### src/rtl/rob_pkg.sv
// Shared widths and the entry layout for the reorder buffer.
package rob_pkg;

    localparam int unsigned ROB_DEPTH = 16;
    localparam int unsigned ARCH_W    = 5;
    localparam int unsigned PHYS_W    = 6;

    // One in-flight instruction: rename results plus completion status.
    typedef struct packed {
        logic              valid;
        logic              done;
        logic [ARCH_W-1:0] rd_arch;
        logic [PHYS_W-1:0] rd_phys;
        logic [PHYS_W-1:0] old_phys;
    } rob_entry_t;

endpackage : rob_pkg

### src/rtl/reorder_buffer.sv
// 2-wide reorder buffer: in-order allocate, out-of-order complete, in-order retire.
// Retiring entries hand their previous phys mapping back to the free pool.
module reorder_buffer
    import rob_pkg::*;
#(
    parameter int unsigned DEPTH = ROB_DEPTH
) (
    input  logic                       clk,
    input  logic                       reset,

    input  logic                       alloc_valid_a,
    input  logic [ARCH_W-1:0]          alloc_rd_arch_a,
    input  logic [PHYS_W-1:0]          alloc_rd_phys_a,
    input  logic [PHYS_W-1:0]          alloc_old_phys_a,
    input  logic                       alloc_valid_b,
    input  logic [ARCH_W-1:0]          alloc_rd_arch_b,
    input  logic [PHYS_W-1:0]          alloc_rd_phys_b,
    input  logic [PHYS_W-1:0]          alloc_old_phys_b,
    output logic                       alloc_ready,
    output logic [$clog2(DEPTH)-1:0]   rob_idx_a,
    output logic [$clog2(DEPTH)-1:0]   rob_idx_b,

    input  logic                       wb_valid_0,
    input  logic [$clog2(DEPTH)-1:0]   wb_idx_0,
    input  logic                       wb_valid_1,
    input  logic [$clog2(DEPTH)-1:0]   wb_idx_1,

    output logic                       retire_valid_a,
    output logic [ARCH_W-1:0]          retire_rd_arch_a,
    output logic [PHYS_W-1:0]          retire_rd_phys_a,
    output logic [PHYS_W-1:0]          retire_old_phys_a,
    output logic                       retire_valid_b,
    output logic [ARCH_W-1:0]          retire_rd_arch_b,
    output logic [PHYS_W-1:0]          retire_rd_phys_b,
    output logic [PHYS_W-1:0]          retire_old_phys_b,

    output logic [$clog2(DEPTH):0]     rob_count
);

    localparam int unsigned IDX_W = $clog2(DEPTH);
    localparam int unsigned CNT_W = IDX_W + 1;
    // Two free slots are needed before a dual allocation is allowed.
    localparam logic [CNT_W-1:0] READY_MAX = CNT_W'(DEPTH - 2);

    rob_entry_t       rob_q [DEPTH];
    logic [IDX_W-1:0] head_q;
    logic [IDX_W-1:0] tail_q;
    logic [CNT_W-1:0] count_q;

    logic [IDX_W-1:0] head_p1;
    logic [IDX_W-1:0] tail_p1;
    logic             acc_a;
    logic             acc_b;
    logic [1:0]       n_alloc;
    logic [1:0]       n_retire;
    rob_entry_t       head_entry;
    rob_entry_t       next_entry;

    // Pointer arithmetic, allocation accept and retire selection from current state.
    always_comb begin
        head_p1    = head_q + IDX_W'(1);
        tail_p1    = tail_q + IDX_W'(1);
        head_entry = rob_q[head_q];
        next_entry = rob_q[head_p1];

        alloc_ready = (count_q <= READY_MAX);
        acc_a       = alloc_ready & alloc_valid_a;
        acc_b       = acc_a & alloc_valid_b;
        n_alloc     = {1'b0, acc_a} + {1'b0, acc_b};

        retire_valid_a = head_entry.valid & head_entry.done;
        retire_valid_b = retire_valid_a & next_entry.valid & next_entry.done;
        n_retire       = {1'b0, retire_valid_a} + {1'b0, retire_valid_b};
    end

    assign rob_idx_a         = tail_q;
    assign rob_idx_b         = tail_p1;
    assign rob_count         = count_q;
    assign retire_rd_arch_a  = head_entry.rd_arch;
    assign retire_rd_phys_a  = head_entry.rd_phys;
    assign retire_old_phys_a = head_entry.old_phys;
    assign retire_rd_arch_b  = next_entry.rd_arch;
    assign retire_rd_phys_b  = next_entry.rd_phys;
    assign retire_old_phys_b = next_entry.old_phys;

    // Entry array and pointers: writeback, then retire clear, then allocation.
    always_ff @(posedge clk) begin
        if (reset) begin
            rob_q   <= '{default: '0};
            head_q  <= '0;
            tail_q  <= '0;
            count_q <= '0;
        end else begin
            // Completion only lands on live entries; a stale index is dropped.
            if (wb_valid_0 && rob_q[wb_idx_0].valid) begin
                rob_q[wb_idx_0].done <= 1'b1;
            end
            if (wb_valid_1 && rob_q[wb_idx_1].valid) begin
                rob_q[wb_idx_1].done <= 1'b1;
            end

            if (retire_valid_a) begin
                rob_q[head_q] <= '0;
            end
            if (retire_valid_b) begin
                rob_q[head_p1] <= '0;
            end

            // Allocation slots are free whenever alloc_ready, so they never collide with retire.
            if (acc_a) begin
                rob_q[tail_q] <= '{valid:    1'b1,
                                   done:     1'b0,
                                   rd_arch:  alloc_rd_arch_a,
                                   rd_phys:  alloc_rd_phys_a,
                                   old_phys: alloc_old_phys_a};
            end
            if (acc_b) begin
                rob_q[tail_p1] <= '{valid:    1'b1,
                                    done:     1'b0,
                                    rd_arch:  alloc_rd_arch_b,
                                    rd_phys:  alloc_rd_phys_b,
                                    old_phys: alloc_old_phys_b};
            end

            head_q  <= head_q + IDX_W'(n_retire);
            tail_q  <= tail_q + IDX_W'(n_alloc);
            count_q <= count_q + CNT_W'(n_alloc) - CNT_W'(n_retire);
        end
    end

endmodule : reorder_buffer

### config.mk
export PLATFORM = sky130hd
export DESIGN_NAME = reorder_buffer
export DESIGN_NICKNAME = d
export VERILOG_FILES = /design/src/rtl/rob_pkg.sv /design/src/rtl/reorder_buffer.sv
export SDC_FILE = /design/constraint.sdc
export NUM_CORES = 1
export LEC_CHECK = 0
export CELL_PAD_IN_SITES_DETAIL_PLACEMENT = 0
export CELL_PAD_IN_SITES_GLOBAL_PLACEMENT = 1
export CORE_MARGIN = 1
export CORE_UTILIZATION = 30
export CTS_BUF_LIST = sky130_fd_sc_hd__clkbuf_8
export CTS_CLUSTER_DIAMETER = 100
export DETAILED_ROUTE_END_ITERATION = 8
export PLACE_DENSITY_LB_ADDON = 0.1
export SETUP_SLACK_MARGIN = 0.2
export SYNTH_ARGS = -nofsm -noshare
export SYNTH_HDL_FRONTEND = slang
export SYNTH_SLANG_ARGS = --single-unit
### constraint.sdc
create_clock -name clk -period 5.85 [get_ports clk]
set_clock_uncertainty 0.1 [all_clocks]
set_input_delay 0.8775 -clock clk [delete_from_list [all_inputs] [get_ports clk]]
set_output_delay 0.8775 -clock clk [all_outputs]
set_load 0.01 [all_outputs]
==> results.md <==
- Compound-Gate Fraction of Synth Area: 29.1%
- Hold Path Class: reg -> reg
- Drc violations: 0
- # hold bufs at CTS: 0
- Main combinational cell family by area after synthesis: compound AO/OA/AOI/OAI gates
- Pwr/cell area: 278 nW/um^2
- Post-CTS Resized: 0
- I/O pin count: 98
- Fin crit share: 92.9%
- Post-synth EDFFs: 0
- GPL Wtd Cong: 0.877
- Worst slew margin: -0.705%
- Gr usage total: 27.6%
- Mapped Nets: 2056
- Core Box Area: 64500 sq um
- Top post-synthesis cells by count: 317 x dfxtp_1, 206 x a22oi_1, 172 x nand2_1, 167 x mux4_2, 147 x clkbuf_1
- Die W: 258 um
- Post-synthesis cell type count: 75
- Clk slew on worst S/H paths: 60 ps
- Critical-path maximum fanout: 36
- 1st-pass router iterations: 5
- Die Footprint: 66400 sq um
- Ranking of synthesized cells by area: dfxtp_1 32%, mux4_2 19%, a22oi_1 7.9%
- Synth-to-layout area growth: 15.2%
- Worst path required time: 4870 ps
- Post-DP HPWL: 57200 um
- Synth Area in Adders: 2.13%
- Initial antenna violation count: 2
- Synthesized-area fraction occupied by and/or/nand/nor cells: 10.6%
- Fmax: 184 MHz
- Initial core utilization: 30.4%
- Layout cell share with drive strength beyond 1: 20.0%
- Unrepaired setup endpoints after global routing: no
- Synth top area share: 32.4%
- Worst-Margin Slew: 1510 ps
- Setup CP Type: reg -> out
- CTS root buf: clkbuf_8
- VDD IR-drop max: 0.162 mV
- Number of clock sinks: 317
- Max-Cap Viols: 1
- Cell Rows: 93
- CTS tree: done
- Largest net degree at the start of global routing: 169
- Hold Slack: 384 ps
- Post-synthesis xor/xnor area fraction: 0.581%
- CP Capture Type: output port
- Final Net Count: 2037
- Initial drt markers: 2172
- Final hold violation count: 0
- Post-CTS setup buffers: 0
- Drt total wl: 93100 um
- Startpoint types: flip-flop
- Num CTS Buffers: 67
- Vias per cell: 6.49
- Final min period: 5430 ps
- Setup TNS Final: 0 ps
- Slew Limit Fails: 19
- Status: finished, violations left
- Violated checks: max-capacitance violations, max-slew violations
- Clock Path Buffers: 3
- Most frequent cell after synthesis: dfxtp_1
- YS warnings: 0
- Lkg Pwr: 6.62 nW
- Multiplexer area fraction after synthesis: 19.3%
- First-pass GRT wire length: 134000 um
- Cells after synthesis: 1977
- DR vias: 18600
- Max H-tree Level: 3
- Register area share after synthesis: 32.4%
- Vias in the first global route: 17900
- Later-pin clock latency in the skew report: 660 ps
- Asr flop ratio synth: 0%
- Final setup fails: 0
- Crit path arrival time: 4460 ps
- GR Overflow Total: 0
- Wire per inst: 32.6 um
- Mapped Area: 19600 sq um
- Chip height: 258 um
- Yosys reg bits: 317
- Ys flop type: dfxtp_1
- DRT antenna net count: 0
- PortBufs: 97
- Avg Inst Size Synth: 9.92 sq um
- Area leader, netlist: dfxtp_1
worst max-delay path, cell delays in order, from the launching register on:
cell and delay [ps]:
dfxtp_4 430, clkinv_1 330, ha_4 430, buf_4 640, mux4_2 370, nand2_1 60
and3_1 280, a31oi_1 530, clkdlybuf4s50_1 670
flip-flops by register name, indices dropped and copies added, names as in the netlist:
| signal | cells |
|---|---|
| rob_q | 304 |
| head_q | 4 |
| rob_count | 5 |
| rob_idx_a | 4 |
area by class of cell:
type | instances | area [sq um]
fillers | 6579 | 41900
multi-input cells | 1381 | 12200
flip-flops and latches | 317 | 6360
repair buffers | 167 | 1530
clock buffers | 83 | 1140
well taps | 855 | 1070
clock inverters | 31 | 143
inverters | 24 | 92.6
diodes | 1 | 2.50
through the flow:
step	area, sq um	util (%)	setup WS, ps	total power [W]	instances
after floorplan	19600	-	1360	0.00336	1977
after global placement	21300	33.0	1100	0.00390	2744
after detailed placement	21300	33.0	1140	0.00390	2744
after CTS	22600	35.0	464	0.00631	2858
after global routing	22600	35.0	245	0.00652	2859
final	22600	35.0	415	0.00627	2859
cell usage in the layout, fill, tap and decap left out, drive strengths merged, types with 6 or more instances in the layout:
| cell | count |
|---|---|
| clkdlybuf4s50 | 96 |
| a31oi | 90 |
| nor2 | 46 |
| nand2 | 172 |
| o21ai | 22 |
| mux4 | 167 |
| buf | 71 |
| nor3b | 6 |
| inv | 49 |
| a211oi | 8 |
| ha | 27 |
| and2 | 10 |
| xor2 | 8 |
| a221oi | 11 |
| dfxtp | 317 |
| clkbuf | 83 |
| a21boi | 7 |
| a22oi | 209 |
| o2bb2ai | 137 |
| nand3 | 83 |
| o211ai | 120 |
| nand4 | 7 |
| nand2b | 7 |
| nor3 | 16 |
| and3 | 19 |
| nor2b | 19 |
| a21oi | 95 |
| a32o | 6 |
| o2111ai | 18 |
worst paths after layout:
kind / start / cells after the start / slack [ps] / endpoint
max reg2reg: head_q[0] / 17 / 1190 / rob_count[4]
min reg2reg: rob_q[69] / 1 / 380 / rob_q[69]
min: rob_q[69] / 1 / 380 / rob_q[69]
max: head_q[0] / 8 / 420 / retire_old_phys_b[2]
logic make-up after synthesis:
kind of cell / after synthesis
compound gates: 756
xor+xnor: 13
fa+ha+maj: 31
buf+inv: 279
flops: 317
mux: 169
simple gates: 412
power by group:
group	internal (W)	total [W]	switching (W)
sequential	0.00225	0.00233	0.0000874
clock	0.00127	0.00240	0.00113
combinational	0.000572	0.00154	0.000966
total	0.00409	0.00627	0.00218
per-layer routing:
layer | GRT usage (%) | share of wire (%)
met2 | 41.2 | 44
met3 | 5.24 | 8.0
met5 | 0 | 0.013
met4 | 9.30 | 2.8
met1 | 39.6 | 45
No activity file was read; power rests on OpenSTA's default activity.
